### config.mk
export PLATFORM = sky130hd
export DESIGN_NAME = nand_page_read_seq
export DESIGN_NICKNAME = d
export VERILOG_FILES = /design/src/rtl/nand_page_read_seq.sv
export SDC_FILE = /design/constraint.sdc
export NUM_CORES = 1
export LEC_CHECK = 0
export ABC_AREA = 1
export CAP_MARGIN = 5
export CORE_MARGIN = 5
export CORE_UTILIZATION = 46
export DETAILED_ROUTE_END_ITERATION = 16
export PLACE_DENSITY_LB_ADDON = 0.1
export SYNTH_ARGS = -nofsm -noshare
export SYNTH_HDL_FRONTEND = slang
export SYNTH_SLANG_ARGS = --single-unit
export TNS_END_PERCENT = 5
### constraint.sdc
create_clock -name clk -period 2.7 [get_ports clk]
set_clock_uncertainty 0.1 [all_clocks]
set_input_delay 0.54 -clock clk [delete_from_list [all_inputs] [get_ports clk]]
set_output_delay 0.54 -clock clk [all_outputs]
set_load 0.03 [all_outputs]
### src/rtl/nand_page_read_seq.sv
// ONFI page-read sequencer driving the nand_master primitive interface.
// Optional macro NAND_PAGE_READ_SEQ_TIMEOUT_EN bounds the busy wait and reports err.
module nand_page_read_seq #(
  parameter logic [7:0] OP_CMD    = 8'h01,
  parameter logic [7:0] OP_ADDR   = 8'h02,
  parameter logic [7:0] OP_READ   = 8'h03,
  parameter logic [7:0] OP_WAITRB = 8'h04,
  parameter int         LEN_W     = 12,
  parameter int         TMO_W     = 20
) (
  input  logic             clk,
  input  logic             reset,
  input  logic             start,
  input  logic [15:0]      col_addr,
  input  logic [23:0]      row_addr,
  input  logic [LEN_W-1:0] byte_len,
  output logic             busy_o,
  output logic             done,
  output logic             err,
  output logic [7:0]       m_cmd_in,
  output logic [7:0]       m_data_in,
  output logic             m_activate,
  input  logic             m_busy,
  input  logic [7:0]       m_data_out,
  output logic [7:0]       rd_data,
  output logic             rd_valid,
  input  logic             rd_ready
);

  typedef enum logic [2:0] {S_IDLE, S_ISSUE, S_GUARD, S_WAIT, S_PUSH, S_FIN} state_t;

  localparam logic [3:0] STEP_WAITRB = 4'd7;
  localparam logic [3:0] STEP_READ   = 4'd8;

  state_t           state_q, state_d;
  logic [3:0]       step_q, step_d;
  logic [LEN_W-1:0] rem_q, rem_d;
  logic [15:0]      col_q, col_d;
  logic [23:0]      row_q, row_d;
  logic [7:0]       cmd_q, cmd_d;
  logic [7:0]       dat_q, dat_d;
  logic [7:0]       rd_data_q, rd_data_d;
  logic             rd_valid_q, rd_valid_d;
  logic             busy_q, busy_d;
  logic             done_q, done_d;
`ifdef NAND_PAGE_READ_SEQ_TIMEOUT_EN
  logic [TMO_W-1:0] tmo_q, tmo_d;
  logic             err_q, err_d;
`endif

  function automatic logic [7:0] step_cmd(input logic [3:0] step);
    case (step)
      4'd0, 4'd6:  step_cmd = OP_CMD;
      4'd7:        step_cmd = OP_WAITRB;
      4'd8:        step_cmd = OP_READ;
      default:     step_cmd = OP_ADDR;
    endcase
  endfunction

  function automatic logic [7:0] step_dat(input logic [3:0] step, input logic [15:0] col,
                                          input logic [23:0] row);
    case (step)
      4'd1:    step_dat = col[7:0];
      4'd2:    step_dat = col[15:8];
      4'd3:    step_dat = row[7:0];
      4'd4:    step_dat = row[15:8];
      4'd5:    step_dat = row[23:16];
      4'd6:    step_dat = 8'h30;
      default: step_dat = 8'h00;
    endcase
  endfunction

  always_comb begin
    state_d    = state_q;
    step_d     = step_q;
    rem_d      = rem_q;
    col_d      = col_q;
    row_d      = row_q;
    cmd_d      = cmd_q;
    dat_d      = dat_q;
    rd_data_d  = rd_data_q;
    rd_valid_d = rd_valid_q;
    busy_d     = busy_q;
    done_d     = 1'b0;
`ifdef NAND_PAGE_READ_SEQ_TIMEOUT_EN
    tmo_d      = tmo_q;
    err_d      = err_q;
`endif
    case (state_q)
      S_IDLE: begin
        if (start) begin
          col_d   = col_addr;
          row_d   = row_addr;
          rem_d   = byte_len;
          step_d  = 4'd0;
          busy_d  = 1'b1;
          cmd_d   = step_cmd(4'd0);
          dat_d   = step_dat(4'd0, col_addr, row_addr);
          state_d = S_ISSUE;
`ifdef NAND_PAGE_READ_SEQ_TIMEOUT_EN
          err_d   = 1'b0;
`endif
        end
      end
      S_ISSUE: if (!m_busy) state_d = S_GUARD;
      S_GUARD: begin
        state_d = S_WAIT;
`ifdef NAND_PAGE_READ_SEQ_TIMEOUT_EN
        tmo_d   = '0;
`endif
      end
      S_WAIT: begin
        if (!m_busy) begin
          if (step_q == STEP_READ) begin
            rd_data_d  = m_data_out;
            rd_valid_d = 1'b1;
            cmd_d      = 8'h00;
            state_d    = S_PUSH;
          end else if (step_q < STEP_WAITRB) begin
            step_d  = step_q + 4'd1;
            cmd_d   = step_cmd(step_q + 4'd1);
            dat_d   = step_dat(step_q + 4'd1, col_q, row_q);
            state_d = S_ISSUE;
          end else if (rem_q == '0) begin
            cmd_d   = 8'h00;
            dat_d   = 8'h00;
            done_d  = 1'b1;
            state_d = S_FIN;
          end else begin
            step_d  = STEP_READ;
            cmd_d   = OP_READ;
            dat_d   = 8'h00;
            state_d = S_ISSUE;
          end
        end
`ifdef NAND_PAGE_READ_SEQ_TIMEOUT_EN
        else if (&tmo_q) begin
          // Device never released busy: abandon the page and report it
          err_d   = 1'b1;
          cmd_d   = 8'h00;
          dat_d   = 8'h00;
          done_d  = 1'b1;
          state_d = S_FIN;
        end else begin
          tmo_d = tmo_q + 1'b1;
        end
`endif
      end
      S_PUSH: begin
        if (rd_ready) begin
          rd_valid_d = 1'b0;
          rem_d      = rem_q - 1'b1;
          if (rem_q == {{(LEN_W-1){1'b0}}, 1'b1}) begin
            done_d  = 1'b1;
            state_d = S_FIN;
          end else begin
            cmd_d   = OP_READ;
            dat_d   = 8'h00;
            state_d = S_ISSUE;
          end
        end
      end
      S_FIN: begin
        busy_d  = 1'b0;
        state_d = S_IDLE;
      end
      default: state_d = S_IDLE;
    endcase
  end

  always_ff @(posedge clk or posedge reset) begin
    if (reset) begin
      state_q    <= S_IDLE;
      step_q     <= '0;
      rem_q      <= '0;
      col_q      <= '0;
      row_q      <= '0;
      cmd_q      <= '0;
      dat_q      <= '0;
      rd_data_q  <= '0;
      rd_valid_q <= 1'b0;
      busy_q     <= 1'b0;
      done_q     <= 1'b0;
`ifdef NAND_PAGE_READ_SEQ_TIMEOUT_EN
      tmo_q      <= '0;
      err_q      <= 1'b0;
`endif
    end else begin
      state_q    <= state_d;
      step_q     <= step_d;
      rem_q      <= rem_d;
      col_q      <= col_d;
      row_q      <= row_d;
      cmd_q      <= cmd_d;
      dat_q      <= dat_d;
      rd_data_q  <= rd_data_d;
      rd_valid_q <= rd_valid_d;
      busy_q     <= busy_d;
      done_q     <= done_d;
`ifdef NAND_PAGE_READ_SEQ_TIMEOUT_EN
      tmo_q      <= tmo_d;
      err_q      <= err_d;
`endif
    end
  end

  // Launch is decoded from the state flop so it falls with reset and never repeats
  assign m_activate = (state_q == S_ISSUE) && !m_busy;
  assign m_cmd_in   = cmd_q;
  assign m_data_in  = dat_q;
  assign rd_data    = rd_data_q;
  assign rd_valid   = rd_valid_q;
  assign busy_o     = busy_q;
  assign done       = done_q;
`ifdef NAND_PAGE_READ_SEQ_TIMEOUT_EN
  assign err        = err_q;
`else
  assign err        = 1'b0;
`endif

endmodule

==> flow_metrics.env, run 1 <==
export IMPL_clockBufferDepth=2
export IMPL_combPwrFrac_pct=41.4
export IMPL_crit_type="reg2out"
export IMPL_r2r_start="step_q[0]"
export IMPL_track_usage_pct=18.24
export IMPL_antennaDiodeCount=0
export IMPL_hp_class="reg2reg"
export IMPL_synthCells=491
export IMPL_gp_congestion=0.8879
export IMPL_num_rows=35
export IMPL_die_width_um=106.4
export IMPL_sw_frac_of_total_pct=38.83
export IMPL_clk_pin_slew_ns=0.09
export IMPL_relSlewSlack_pct=62.02
export IMPL_syn_cell_area_um2=4274
export IMPL_ant_nets=0
export IMPL_path_max_fanout=4
export IMPL_ir_drop_v=0.0004639
export IMPL_die_h_um=106.4
export IMPL_overflow=0
export IMPL_tns_ns=0
export IMPL_drive_gt1_share_pct=14.46
export IMPL_grt_max_degree=82
export IMPL_pwr_share_clk_pct=19.4
export IMPL_preCtsSetupSlack_ns=0.2438
export IMPL_post_cts_setup_buffers=0
export IMPL_synth_warnings=0
export IMPL_synth_seq_cells=81
export IMPL_synth_adder_area_share_pct=2.342
export IMPL_holdPathStages=2
export IMPL_avgViaCountPerCell=5.233
export IMPL_io_pins=94
export IMPL_avgSynthCellArea_um2=8.705
export IMPL_synth_mux_area_share_pct=9.485
export IMPL_netSwitchingPower_uw=1955
export IMPL_drcViolationCount=0
export IMPL_vias=3621
export IMPL_hold_viol=0
export IMPL_p_int_uw=3080
export IMPL_synth_distinct_cells=30
export IMPL_htree_levels=3
export IMPL_core_area_um2=9153
export IMPL_min_to="m_cmd_in[2]"
export IMPL_outcome="complete, no violations"
export IMPL_synth_compound_area_share_pct=7.904
export IMPL_dr_pass1_iters=5
export IMPL_dp_hpwl_um=7321
export IMPL_p_leak_uw=0.002568
export IMPL_wl_per_cell_um=14.49
export IMPL_grt_pass1_wl_um=16570
export IMPL_cts_resized_gates=0
export IMPL_synth_area_leaders="dfrtp_1 (47%), mux2_2 (9.5%), nand2_1 (8.3%)"
export IMPL_finalCriticalPeriod_ns=2.474
export IMPL_synth_commonest_cells="nand2_1 (94), dfrtp_1 (81), nor2_1 (57), inv_1 (46), mux2_2 (36)"
export IMPL_power_density_nw_per_um2=921.0
export IMPL_reg2reg_slack_ns=0.41
export IMPL_root_buffer="clkbuf_8"
export IMPL_initial_core_util_pct=46.70
export IMPL_yosysMostFrequentCell="nand2_1"
export IMPL_post_route_period_util_pct=91.63
export IMPL_nNetsFinal=650
export IMPL_grt_pass1_vias=3433
export IMPL_synth_xor_area_share_pct=0.5855
export IMPL_die_area_um2=11320
export IMPL_crit_required_ns=2.06
export IMPL_rr_worst_depth=10
export IMPL_synth_top_area_cell="dfrtp_1"
export IMPL_area_growth_pct=27.90
export IMPL_ys_seq_area_share_pct=47.42
export IMPL_maxCapViolations=0
export IMPL_clkLatencyLatePin_ns=0.35
export IMPL_min_from="m_cmd_in[2]"
export IMPL_fill_cells=809
export IMPL_port_buffers=87
export IMPL_fmax_mhz=404.2
export IMPL_drv_slew=0
export IMPL_cp_start_kind="flip-flop"
export IMPL_power_frac_seq_pct=39.2
export IMPL_setup_ws_ns=0.2259
export IMPL_cts_sinks=81
export IMPL_worst_slew_pin_slew_ns=0.5697
export IMPL_cts_tree="built"
export IMPL_synthSimpleGateAreaFrac_pct=24.71
export IMPL_wl_um=10030
export IMPL_finalSetupViolations=0
export IMPL_holdBufCountCts=0
export IMPL_antenna_found_initial=0
export IMPL_cts_buffers=9
export IMPL_drt_iter0_drc=226
export IMPL_cp_end_kind="output pin"
export IMPL_synth_edf_count=0
export IMPL_synthFlopType="dfrtp_1"
export IMPL_rsz0062_at_grt="no"
export IMPL_arrival_ns=1.83
export IMPL_ys_async_sr_fraction_pct=100.0
export IMPL_r2r_end="m_data_in[6]"
export IMPL_synth_top_area_share_pct=47.42
export IMPL_synth_top_family_by_area="simple AND/OR/NAND/NOR gates"
## per-stage QoR
stage | hold WS, ns | area, um^2 | instances | util, % | total power (uW)
after floorplan | 0.3715 | 4297 | 496 | - | 3464
after global placement | 0.3725 | 5249 | 677 | 57.35 | 4026
after detailed placement | 0.3693 | 5249 | 677 | 57.35 | 4084
after CTS | 0.3889 | 5466 | 692 | 59.73 | 5072
after global routing | 0.4256 | 5466 | 692 | 59.73 | 5423
final | 0.3887 | 5466 | 692 | 59.73 | 5035
## per-layer routing
| layer | GRT usage [%] | vias up | part of all wire [%] |
|---|---|---|---|
| met5 | 0 | - | 0 |
| met4 | 6.660 | 0 | 2.0 |
| met3 | 4.675 | 16 | 6.6 |
| met2 | 27.78 | 109 | 47 |
| met1 | 25.11 | 1711 | 45 |
| li1 | - | 1785 | - |
## sequential cells by signal, summed over array words and instances, names as in the netlist
register / flops
row_q: 24
m_data_in: 8
state_q: 3
col_q: 16
m_cmd_in: 3
rd_valid: 1
busy_o: 1
done: 1
step_q: 4
rd_data: 8
rem_q: 12
## power groups by stage
stage	clock network, uW	registers [uW]	logic [uW]
3_3_place_gp	0	1980	2050
2_1_floorplan	0	2000	1470
6_report	976	1970	2080
4_1_cts	1000	1970	2100
5_1_grt	1060	2040	2330
3_5_place_dp	0	2000	2090
## worst max-delay path by stage
stage / from / end / slack (ns)
3_5_place_dp: m_busy / m_activate / 0.24
2_1_floorplan: step_q[0] / m_cmd_in[1] / 1.02
3_3_place_gp: m_busy / m_activate / 0.27
5_1_grt: state_q[0] / m_activate / 0.04
6_report: state_q[0] / m_activate / 0.23
4_1_cts: state_q[0] / m_activate / 0.21
## cells in the final DEF, fill, tap and decap left out, types with 5 or more instances in the layout
cell and n:
inv_2 5, nand2_1 94, o21ai_0 34, ha_1 8, nand3_1 18, clkdlybuf4s50_1 87
nand3_2 5, clkbuf_8 10, dfrtp_1 81, a21oi_1 19, nor2_1 57, nand4_1 32
mux2_2 36, inv_1 45, conb_1 6
## kinds of logic after synthesis
logic type / after synthesis
muxes: 36
adders and majority gates: 8
buffers and inverters: 74
other: 1
xor gates and xnor gates: 2
AOI/OAI and AO/OA: 64
DFF: 81
and+or+nand+nor: 225
## layout make-up
cell class              count  area, um^2  share of cell area (%)
clock inverters             4       76.32                   1.396
flip-flops and latches     81        2027                   37.08
well taps                 111       138.9                   2.541
repair buffers             93       940.9                   17.21
inverters                  51       195.2                   3.571
multi-input cells         341        1947                   35.61
clock buffers              11       141.4                   2.586
## critical path, cell delays in order (launching register included)
cell             delay, ns
dfrtp_1               0.43
inv_1                 0.11
nor2_1                0.09
nand2_1               0.08
nor2_1                0.10
clkdlybuf4s50_1       0.67
(Power assumes the default switching activity.)
==> inputs of run 2 (changes only) <==
--- a/config.mk
+++ b/config.mk
@@ -8,7 +8,8 @@
 export ABC_AREA = 1
 export CAP_MARGIN = 5
 export CORE_MARGIN = 5
-export CORE_UTILIZATION = 46
+export CORE_UTILIZATION = 35
+export CTS_CLUSTER_SIZE = 28
 export DETAILED_ROUTE_END_ITERATION = 16
 export PLACE_DENSITY_LB_ADDON = 0.1
 export SYNTH_ARGS = -nofsm -noshare
==> run 2 against run 1 <==
Sequential power is essentially flat. Clock power grew 18%. Sequential share of layout area shrank 0.71 points. Global-route usage shrank 2.8 points. Power grew 3.5%. Non-clock buffer count grew 2. Cell count grew 5.6%. First-iteration DRC count shrank 4.9%. Largest cell class unchanged. Highest routed layer unchanged.
==> flow_metrics.env, run 2 (synthesis results as in run 1) <==
export IMPL_vias=3605
export IMPL_grt_pass1_wl_um=17880
export IMPL_ant_nets=0
export IMPL_drcViolationCount=0
export IMPL_overflow=0
export IMPL_top_register="row_q"
export IMPL_holdBufCountCts=0
export IMPL_grt_pass1_vias=3554
export IMPL_die_area_um2=14520
export IMPL_p_leak_uw=0.002601
export IMPL_finalSetupViolations=0
export IMPL_maxCapViolations=0
export IMPL_largest_registers="row_q (24), col_q (16), rem_q (12)"
export IMPL_drive_gt1_share_pct=14.55
export IMPL_dp_hpwl_um=7849
export IMPL_cts_tree="built"
export IMPL_final_cell_mix="nand2_1 (94), clkdlybuf4s50_1 (87), dfrtp_1 (81), nor2_1 (57), inv_1 (45)"
export IMPL_cts_sinks=81
export IMPL_power_density_nw_per_um2=935.5
export IMPL_cp_start_kind="flip-flop"
export IMPL_grt_max_degree=55
export IMPL_hold_viol=0
export IMPL_nNetsFinal=652
export IMPL_reg2reg_slack_ns=0.68
export IMPL_tns_ns=0
export IMPL_htree_levels=3
export IMPL_num_rows=40
export IMPL_drv_slew=0
export IMPL_final_common_cell="nand2_1"
export IMPL_drt_iter0_drc=215
export IMPL_cts_resized_gates=0
export IMPL_arrival_ns=1.79
export IMPL_post_cts_setup_buffers=0
export IMPL_relSlewSlack_pct=63.30
export IMPL_initial_core_util_pct=35.58
export IMPL_finalCriticalPeriod_ns=2.433
export IMPL_hold_slack_ns=0.3771
export IMPL_antennaDiodeCount=0
export IMPL_clockBufferDepth=2
export IMPL_clk_pin_slew_ns=0.06
export IMPL_die_h_um=120.5
export IMPL_path_max_fanout=4
export IMPL_crit_type="reg2out"
export IMPL_post_route_period_util_pct=90.12
export IMPL_hp_class="reg2reg"
export IMPL_cts_buffers=9
export IMPL_outcome="complete, no violations"
export IMPL_wl_per_cell_um=14.45
export IMPL_io_pins=94
export IMPL_largest_reg_flops=24
export IMPL_dr_pass1_iters=5
export IMPL_core_area_um2=12010
export IMPL_fmax_mhz=411.0
export IMPL_worst_slew_pin_slew_ns=0.5505
export IMPL_clkLatencyLatePin_ns=0.34
export IMPL_track_usage_pct=15.47
export IMPL_rsz0062_at_grt="no"
export IMPL_cp_end_kind="output pin"
export IMPL_die_width_um=120.5
export IMPL_port_buffers=87
export IMPL_root_buffer="clkbuf_16"
export IMPL_wl_um=10560
export IMPL_area_growth_pct=30.39
export IMPL_gp_congestion=0.7960
export IMPL_avgViaCountPerCell=4.932
export IMPL_ir_drop_v=0.0005215
export IMPL_crit_required_ns=2.06
export IMPL_antenna_found_initial=0
run 2: cell types whose count changed in the layout (fill, tap and decap cells not counted), moves of 2 or more:
cell	previous run	this run
buf_4	4	7
bufinv_16	2	0
clkbuf_1	1	3
clkbuf_16	0	9
clkbuf_8	10	2
run 2: critical path, stage by stage, from the launching register on:
cell and delay (ns):
dfrtp_1 0.42, inv_1 0.10, nor2_1 0.09, nand2_1 0.07
nor2_1 0.09, clkdlybuf4s50_1 0.67
run 2: final timing paths:
check,from,end,cells after the start
max,state_q[0],m_activate,5
min,m_data_in[0],m_data_in[0],2
max reg2reg,step_q[0],m_cmd_in[1],8
min reg2reg,m_data_in[0],m_data_in[0],2
max in group asynchronous,reset,col_q[4],3
min in group asynchronous,reset,rem_q[0],3
run 2: power breakdown:
group          internal [uW]  leakage [uW]  switching [uW]  total (uW)
combinational            863       0.00148            1220        2090
sequential              1680      0.000986             296        1970
clock                    673      0.000133             480        1150
total                   3210       0.00260            2000        5210
run 2: routing by layer:
| layer | GRT usage [%] | up-vias | part of all wire (%) |
|---|---|---|---|
| met5 | 0 | - | 0 |
| met1 | 20.26 | 1697 | 46 |
| met4 | 5.878 | 0 | 2.3 |
| li1 | - | 1794 | - |
| met3 | 4.537 | 20 | 5.4 |
| met2 | 24.21 | 94 | 46 |
run 2: layout make-up:
| class | instances | area, um^2 |
|---|---|---|
| inverter | 51 | 195.2 |
| multi-input combinational | 341 | 1947 |
| sequential | 81 | 2027 |
| clock inverter | 2 | 12.51 |
| tap | 147 | 183.9 |
| timing repair buffer | 95 | 943.4 |
| clock buffer | 14 | 264.0 |
| fill | 1199 | 6439 |
run 2: metrics by stage:
step	setup WS, ns	utilization [%]	power, uW	instance area [um^2]	std cells
after floorplan	1.021	-	3464	4297	496
after global placement	0.2670	44.09	4065	5296	715
after detailed placement	0.2598	44.09	4107	5296	715
after CTS	0.2481	46.40	5285	5573	731
after global routing	0.1278	46.40	5655	5573	731
final	0.2667	46.40	5213	5573	731
==> inputs of run 3 (changes only) <==
--- a/config.mk
+++ b/config.mk
@@ -7,6 +7,7 @@
 export LEC_CHECK = 0
 export ABC_AREA = 1
 export CAP_MARGIN = 5
+export CORE_ASPECT_RATIO = 0.9
 export CORE_MARGIN = 5
 export CORE_UTILIZATION = 35
 export CTS_CLUSTER_SIZE = 28
==> run 3 against run 2 <==
Utilization is 0.57 points higher. Final area is 1.4% higher. Register-to-register slack worse by 0.05 ns. Via count hardly changed. Critical endpoint unchanged.
==> flow_metrics.env, run 3 (synthesis results as in run 1) <==
export IMPL_outcome="complete, no violations"
export IMPL_root_buffer="clkbuf_16"
export IMPL_combPwrFrac_pct=39.3
export IMPL_io_pins=94
export IMPL_cp_start_kind="flip-flop"
export IMPL_die_area_um2=14520
export IMPL_p_leak_uw=0.002629
export IMPL_placed_cell_area_um2=5338
export IMPL_cp_end_kind="output pin"
export IMPL_htree_levels=3
export IMPL_arrival_ns=1.81
export IMPL_relSlewSlack_pct=56.85
export IMPL_port_buffers=87
export IMPL_cts_tree="built"
export IMPL_max_stage_delay_ns=0.67
export IMPL_initial_core_util_pct=35.53
export IMPL_crit_type="reg2out"
export IMPL_area_growth_pct=32.17
export IMPL_final_cell_mix="nand2_1 (94), clkdlybuf4s50_1 (87), dfrtp_1 (81), nor2_1 (57), inv_1 (45)"
export IMPL_p_int_uw=3349
export IMPL_drive_gt1_share_pct=14.90
export IMPL_pwr_share_clk_pct=24.0
export IMPL_num_rows=38
export IMPL_antenna_found_initial=0
export IMPL_rr_worst_depth=9
export IMPL_antennaDiodeCount=0
export IMPL_core_area_um2=12030
export IMPL_power_frac_seq_pct=36.7
export IMPL_ant_nets=0
export IMPL_tns_ns=0
export IMPL_cts_sinks=81
export IMPL_wl_um=10620
export IMPL_finalCriticalPeriod_ns=2.451
export IMPL_clockBufferDepth=2
export IMPL_final_util_pct=46.96
export IMPL_clk_pin_slew_ns=0.06
export IMPL_dp_hpwl_um=7796
export IMPL_finalSetupViolations=0
export IMPL_path_max_fanout=4
export IMPL_grt_max_degree=55
export IMPL_drv_slew=0
export IMPL_layout_cells_non_filler=744
export IMPL_ir_drop_v=0.0003916
export IMPL_grt_pass1_vias=3533
export IMPL_placedCellCount=728
export IMPL_fmax_mhz=407.9
export IMPL_die_h_um=114.8
export IMPL_largest_reg_flops=24
export IMPL_fin_area_um2=5649
export IMPL_overflow=0
export IMPL_netSwitchingPower_uw=2034
export IMPL_slowest_stage="clkdlybuf4s50_1"
export IMPL_largest_registers="row_q (24), col_q (16), rem_q (12)"
export IMPL_power_density_nw_per_um2=952.8
export IMPL_hold_viol=0
export IMPL_hp_class="reg2reg"
export IMPL_avgViaCountPerCell=4.841
export IMPL_wl_per_cell_um=14.28
export IMPL_rsz0062_at_grt="no"
export IMPL_grt_pass1_wl_um=17510
export IMPL_vias=3602
export IMPL_cts_buffers=9
export IMPL_holdPathStages=2
export IMPL_cts_resized_gates=0
export IMPL_post_route_period_util_pct=90.79
export IMPL_final_common_cell="nand2_1"
export IMPL_crit_required_ns=2.06
export IMPL_p_total_uw=5382
export IMPL_holdBufCountCts=0
export IMPL_nNetsFinal=652
export IMPL_cp_common_cell="nor2_1"
export IMPL_fill_cells=1174
export IMPL_dr_pass1_iters=5
export IMPL_post_cts_setup_buffers=0
export IMPL_worst_slew_pin_slew_ns=0.6459
export IMPL_track_usage_pct=14.96
export IMPL_drt_iter0_drc=217
export IMPL_top_register="row_q"
export IMPL_clkLatencyLatePin_ns=0.34
export IMPL_worstPathCellList="inv_1 > nor2_1 > nand2_1 > nor2_1 > clkdlybuf4s50_1"
export IMPL_drcViolationCount=0
export IMPL_die_width_um=126.5
export IMPL_sw_frac_of_total_pct=37.78
export IMPL_maxCapViolations=0
export IMPL_gp_congestion=0.7773
==> run 3: changes by cell type in the layout (fill, tap and decap cells not counted), sizes merged <==
cell	before	now
bufinv	0	2
clkbuf	14	10
clkinv	1	3
==> run 3: metrics by stage <==
stage	hold slack [ns]	setup slack, ns
floorplan	0.3715	1.021
global placement	0.3675	0.2718
detailed placement	0.3668	0.2590
CTS	0.3816	0.2422
global route	0.4016	0.1212
finish	0.3741	0.2486
==> run 3: per-layer routing <==
layer  up-vias  share of wire (%)  GRT usage [%]
li1       1797                  -              -
met1      1702                 50          21.71
met2        91                 44          21.90
met3        12                4.7          3.855
met4         0                1.4          4.718
met5         -                  0              0
==> run 3: worst max-delay path: cells and delay by family, from the launching register on <==
kind | cells | cell delay, ns
buffers and inverters | 2 | 0.78
flip-flops | 1 | 0.42
AND/OR/NAND/NOR | 3 | 0.27
==> run 3: final cells by class <==
cell class / instances / area, um^2 / area share, %
clock buffer: 10 / 229.0 / 4.053
multi-input combinational: 341 / 1947 / 34.46
inverter: 51 / 195.2 / 3.455
sequential: 81 / 2027 / 35.88
timing repair buffer: 95 / 968.4 / 17.14
tap: 160 / 200.2 / 3.544
clock inverter: 6 / 82.58 / 1.462
==> run 3: worst paths after layout <==
kind	slack, ns	end	startpoint
worst max-delay path	0.25	m_activate	state_q[0]
worst min-delay path	0.37	m_data_in[7]	m_data_in[7]
worst max register to register	0.63	m_data_in[2]	step_q[0]
worst min register to register	0.37	m_data_in[7]	m_data_in[7]
max in group asynchronous	1.38	row_q[8]	reset
min in group asynchronous	0.54	row_q[13]	reset
==> run 3: power groups by stage <==
stage	Clock [uW]	Combinational, uW	Sequential [uW]
2_1_floorplan	0	1470	2000
3_3_place_gp	0	2090	1980
3_5_place_dp	0	2120	2000
4_1_cts	1330	2130	1970
5_1_grt	1380	2390	2030
6_report	1290	2120	1970
